### src/rtl/spectrum_analyser_sequencer.sv
// Multi-channel sequencer: per masked channel, N averaged FFT frames then one graph render.
// Single-sweep or continuous, with abort and a wait-state watchdog.
module spectrum_analyser_sequencer #(
   parameter int unsigned N_CH   = 4,
   parameter int unsigned AVG_W  = 4,
   parameter int unsigned WDOG_W = 16,
   localparam int unsigned CH_W  = (N_CH > 1) ? $clog2(N_CH) : 1
) (
   input  logic              i_clk,
   input  logic              i_rst,
   input  logic              i_en,
   input  logic              i_start,
   input  logic              i_continuous,
   input  logic              i_abort,
   input  logic [N_CH-1:0]   i_ch_mask,
   input  logic [AVG_W-1:0]  i_avg_frames,
   input  logic              i_fft_done,
   input  logic              i_graph_done,
   output logic              o_fft_start,
   output logic              o_graph_start,
   output logic [CH_W-1:0]   o_ch,
   output logic              o_fft_active,
   output logic              o_graph_active,
   output logic              o_busy,
   output logic [AVG_W-1:0]  o_frame_idx,
   output logic              o_timeout
);

   typedef enum logic [2:0] {
      S_IDLE,
      S_FFT_START,
      S_FFT_WAIT,
      S_GRAPH_START,
      S_GRAPH_WAIT
   } state_t;

   state_t             state_q, state_d;
   logic [CH_W-1:0]    ch_q, ch_d;
   logic [AVG_W-1:0]   frame_q, frame_d;
   logic [AVG_W-1:0]   avg_q, avg_d;
   logic [N_CH-1:0]    mask_q, mask_d;
   logic [WDOG_W-1:0]  wdog_q, wdog_d;
   logic               timeout_q, timeout_d;

   logic [AVG_W-1:0]   frame_inc;
   logic [WDOG_W-1:0]  wdog_inc;
   logic               nxt_found;
   logic [CH_W-1:0]    nxt_ch;

   function automatic logic [CH_W-1:0] lowest_set(input logic [N_CH-1:0] m);
      logic [CH_W-1:0] idx;
      idx = '0;
      for (int unsigned i = N_CH; i > 0; i--) begin
         if (m[CH_W'(i - 1)]) idx = CH_W'(i - 1);
      end
      return idx;
   endfunction

   // Descending scan so the last hit is the nearest set bit above the current channel.
   always_comb begin
      nxt_found = 1'b0;
      nxt_ch    = '0;
      for (int unsigned i = N_CH; i > 0; i--) begin
         if (mask_q[CH_W'(i - 1)] && ((i - 1) > int'(ch_q))) begin
            nxt_found = 1'b1;
            nxt_ch    = CH_W'(i - 1);
         end
      end
   end

   always_comb begin
      state_d   = state_q;
      ch_d      = ch_q;
      frame_d   = frame_q;
      avg_d     = avg_q;
      mask_d    = mask_q;
      wdog_d    = wdog_q;
      timeout_d = timeout_q;
      frame_inc = (frame_q == '1) ? frame_q : frame_q + AVG_W'(1);
      wdog_inc  = wdog_q + WDOG_W'(1);
      if (i_en) begin
         if (i_abort) begin
            state_d = S_IDLE;
            wdog_d  = '0;
         end else begin
            case (state_q)
               S_IDLE: begin
                  if (i_start && (i_ch_mask != '0)) begin
                     mask_d    = i_ch_mask;
                     avg_d     = (i_avg_frames == '0) ? AVG_W'(1) : i_avg_frames;
                     ch_d      = lowest_set(i_ch_mask);
                     frame_d   = '0;
                     timeout_d = 1'b0;
                     state_d   = S_FFT_START;
                  end
               end
               S_FFT_START: begin
                  wdog_d  = '0;
                  state_d = S_FFT_WAIT;
               end
               S_FFT_WAIT: begin
                  if (i_fft_done) begin
                     frame_d = frame_inc;
                     state_d = (frame_inc < avg_q) ? S_FFT_START : S_GRAPH_START;
                  end else begin
                     wdog_d = wdog_inc;
                     if (wdog_inc == '1) begin
                        timeout_d = 1'b1;
                        state_d   = S_IDLE;
                     end
                  end
               end
               S_GRAPH_START: begin
                  wdog_d  = '0;
                  state_d = S_GRAPH_WAIT;
               end
               S_GRAPH_WAIT: begin
                  if (i_graph_done) begin
                     if (nxt_found) begin
                        ch_d    = nxt_ch;
                        frame_d = '0;
                        state_d = S_FFT_START;
                     end else if (i_continuous) begin
                        ch_d    = lowest_set(mask_q);
                        frame_d = '0;
                        state_d = S_FFT_START;
                     end else begin
                        state_d = S_IDLE;
                     end
                  end else begin
                     wdog_d = wdog_inc;
                     if (wdog_inc == '1) begin
                        timeout_d = 1'b1;
                        state_d   = S_IDLE;
                     end
                  end
               end
               default: state_d = S_IDLE;
            endcase
         end
      end
   end

   always_ff @(posedge i_clk or posedge i_rst) begin
      if (i_rst) begin
         state_q   <= S_IDLE;
         ch_q      <= '0;
         frame_q   <= '0;
         avg_q     <= '0;
         mask_q    <= '0;
         wdog_q    <= '0;
         timeout_q <= 1'b0;
      end else begin
         state_q   <= state_d;
         ch_q      <= ch_d;
         frame_q   <= frame_d;
         avg_q     <= avg_d;
         mask_q    <= mask_d;
         wdog_q    <= wdog_d;
         timeout_q <= timeout_d;
      end
   end

   assign o_fft_start    = (state_q == S_FFT_START);
   assign o_graph_start  = (state_q == S_GRAPH_START);
   assign o_fft_active   = (state_q == S_FFT_START) || (state_q == S_FFT_WAIT);
   assign o_graph_active = (state_q == S_GRAPH_START) || (state_q == S_GRAPH_WAIT);
   assign o_busy         = (state_q != S_IDLE);
   assign o_ch           = ch_q;
   assign o_frame_idx    = frame_q;
   assign o_timeout      = timeout_q;

endmodule
### config.mk
export PLATFORM = sky130hd
export DESIGN_NAME = spectrum_analyser_sequencer
export DESIGN_NICKNAME = d
export VERILOG_FILES = /design/src/rtl/spectrum_analyser_sequencer.sv
export SDC_FILE = /design/constraint.sdc
export NUM_CORES = 1
export LEC_CHECK = 0
export BUFFER_PORTS_ARGS = -buffer_cell sky130_fd_sc_hd__buf_2
export CAP_MARGIN = 0
export CORE_AREA = 4 4 87 89
export DETAILED_ROUTE_END_ITERATION = 7
export DIE_AREA = 0 0 91 93
export GPL_TIMING_DRIVEN = 1
export SLEW_MARGIN = 20
export SYNTH_ARGS = -nofsm -noshare
export SYNTH_HDL_FRONTEND = slang
export SYNTH_SLANG_ARGS = --single-unit
### constraint.sdc
create_clock -name i_clk -period 1.99 [get_ports i_clk]
set_input_delay 0.199 -clock i_clk [delete_from_list [all_inputs] [get_ports i_clk]]
set_output_delay 0.199 -clock i_clk [all_outputs]
set_load 0.02 [all_outputs]
==> results.yml <==
synth:
  synth_simple_gate_area_share_pct: 26.2
  synth_flop_cell: "dfrtp_1"
  cells_taking_the_most_area_after_synthesis: "dfrtp_1 36%, o21ai_0 7.3%, nand2_1 3.9%"
  syn-cell-area_um2: 2340
  synthXorXnorAreaFrac_pct: 1.12
  synth.top_cell.area_share_pct: 36.4
  syn-num-nets: 299
  sequential_fraction_of_the_synthesis_area_pct: 36.4
  synthDistinctLibCells: 55
  synth_compound_gate_area_share_pct: 23.1
  synth.avg_cell_area_um2: 8.43
  synth-edff-count: 0
  synthDominantAreaCellType: "dfrtp_1"
  synthAdderAreaFrac_pct: 3.21
  synth.ff_latch_count: 34
  yosys_warnings: 0
  async_flop_share_pct: 100
  netlist_top_cells_count: "34 x dfrtp_1, 34 x o21ai_0, 24 x nand2_1"
  dominant_combinational_cell_family_by_area_after_synthesis: "simple AND/OR/NAND/NOR gates"
  synth_cells: 277
  synth.area.mux_share_pct: 3.32
routing:
  totalWireLength_mm: 5.79
  drt-initial-drc-count: 57
  vias_per_cell: 5.30
  post-route-drc-count: 0
  vias: 2166
  routed_wire_length_per_instance_um: 14.2
  antenna_left: 0
  first_pass_iters: 4
final_layout:
  finalCoreUtilization_pct: 43.6
  post_layout_nonfiller_instances: 409
  finalInstanceArea_um2: 2940
  n_antenna_cell: 0
  layout_fillers: 671
  area_growth_synth_to_finish_pct: 26.0
  post_route_cells_drive_above_1_share_pct: 32.2
  nNetsFinal: 350
sta:
  final-max-slew-violation-count: 0
  timing.final.hold_violations: 0
  fin_setup_tns_ps: 0
  setup_viols_final: 0
  min_period_over_period_pct: 96.3
  fmax_mhz: 522
  final_critical_path_setup_slack_ps: 73.0
  post-route-min-period_ps: 1920
  slew_headroom_pct: 69.1
  unrepaired_setup_endpoints_after_global_routing: "yes"
  tightestPinTransition_ps: 464
  final_skew_ps: 3.49
  finalHoldWorstSlack_ps: 15.6
setup_path:
  startpoint_type: "flop"
  r2r_start: "wdog_q[1]"
  arrival_ps: 2140
  setup.worst_path.class: "reg -> reg"
  r2r_setup_slack_ps: 70
  critPathCaptureType: "flop"
  worst-path-max-fanout: 5
  worst-r2r-cell-count: 7
  critical_path.reg2reg.endpoint: "state_q[1]"
  crit_required_ps: 2210
clocking:
  worstSkewPairLatency_ps: 280
  path_clk_slew_ps: 70
  ctsHtreeMaxLevel: 2
  clk_buf_depth: 2
  tritoncts.num_buffers: 5
  tritoncts: "built"
  clockRootBuffer: "clkbuf_8"
  clkSinkCount: 34
place:
  placed_cells_incl_taps: 397
  post-place-ws_ps: 0.847
  detailedPlacementHpwl_mm: 4.28
  finalWeightedCongestion: 0.804
  dpl_cell_area_um2: 2740
  io_buffers: 27
global_routing:
  grt_pass1_wl_mm: 10.0
  antenna_found_initial: 0
  overflow: 0
  gr-usage-all-layers_pct: 14.4
  grt_pass1_vias: 2046
  grt_start_max_net_pins: 35
power_and_ir_drop:
  irDropWorstVdd_mv: 0.240
  power.density_cell_area_nw_per_um2: 682
  power_leakage_nw: 1.29
  design_power_total_mw: 2.01
floorplan:
  floorplan.initialDensity_pct: 34.6
  dieArea_um2: 8460
  floorplan.die.width_um: 91
  floorplan.die.height_um: 93
  floorplan.rows: 30
  design.core.area_um2: 6760
  ports_placed_on_the_boundary: 28
job:
  cap_viol_max_count: 0
worst_hold_path:
  worst_hold_path_type: "in -> async"
outcome:
  outcome: "complete, no violations"
==> cell usage in the layout, fill, tap and decap left out, types with 8 or more instances in the layout <==
cell type / Yosys / routed
a21oi_1: 12 / 12
buf_2: 6 / 27
nand2_1: 24 / 23
dfrtp_1: 34 / 26
inv_1: 18 / 18
nor2_1: 21 / 21
nand3_1: 11 / 9
o31ai_1: 10 / 10
o21ai_0: 34 / 31
dfrtp_2: 0 / 8
buf_4: 2 / 32
==> power by group <==
part	internal, mW	leakage, nW	switching (mW)
Combinational	0.279	0.799	0.334
Sequential	0.781	0.441	0.0821
Clock	0.279	0.0482	0.253
Total	1.34	1.29	0.669
==> flip-flops by register name (all words and copies together), names as in the netlist <==
| register | flops |
|---|---|
| o_ch | 2 |
| o_timeout | 1 |
| wdog_q | 16 |
| mask_q | 4 |
| state_q | 3 |
| o_frame_idx | 4 |
| avg_q | 4 |
==> worst max-delay path by stage <==
stage,slack [ps],cells past startpoint,from,to
after floorplan,4,9,o_frame_idx[0],state_q[1]
after global placement,40,6,wdog_q[1],state_q[1]
after detailed placement,0.8,7,wdog_q[1],o_timeout
after CTS,2,9,o_frame_idx[0],state_q[1]
after global routing,-40,8,wdog_q[1],o_timeout
final,70,7,wdog_q[1],state_q[1]
==> routing by layer <==
metal,global-route usage [%],vias to the layer above,part of all wire (%)
met3,3.54,4,4.5
met4,3.02,0,0.67
li1,-,1103,-
met5,0,-,0
met1,19.8,1012,49
met2,23.1,47,46
==> logic make-up (layout without fill, tap and decap cells) <==
kind of cell | count (synthesis) | in the layout
adders and majority gates | 6 | 6
AOI/OAI and AO/OA | 82 | 82
DFF | 34 | 34
xor gates and xnor gates | 3 | 3
and+or+nand+nor | 110 | 110
buffers and inverters | 35 | 87
muxes | 7 | 7
==> repair_timing <==
item                       in CTS  in global routing
setup endpoints to repair       3                  6
resized for setup               2                 22
hold buffers                    0                  0
hold endpoints to repair        0                  0
buffers inserted                0                  4
pin swaps                       1                  6
==> worst max-delay path: stages (launching register included) <==
cell	delay, ps
dfrtp_1	420
buf_6	140
nand3_2	90
nor4_1	360
mux2_2	380
nor2b_1	140
a41oi_2	180
a21o_1	140
==> cell type report <==
cell class | instances | area, µm² | share of cell area (%)
Sequential cell | 34 | 861 | 29.3
Clock inverter | 1 | 5.00 | 0.170
Multi-Input combinational cell | 208 | 1430 | 48.4
Timing Repair Buffer | 61 | 398 | 13.5
Inverter | 18 | 67.6 | 2.30
Clock buffer | 7 | 86.3 | 2.93
Tap cell | 80 | 100 | 3.40
No activity file was read; power rests on OpenSTA's default activity.
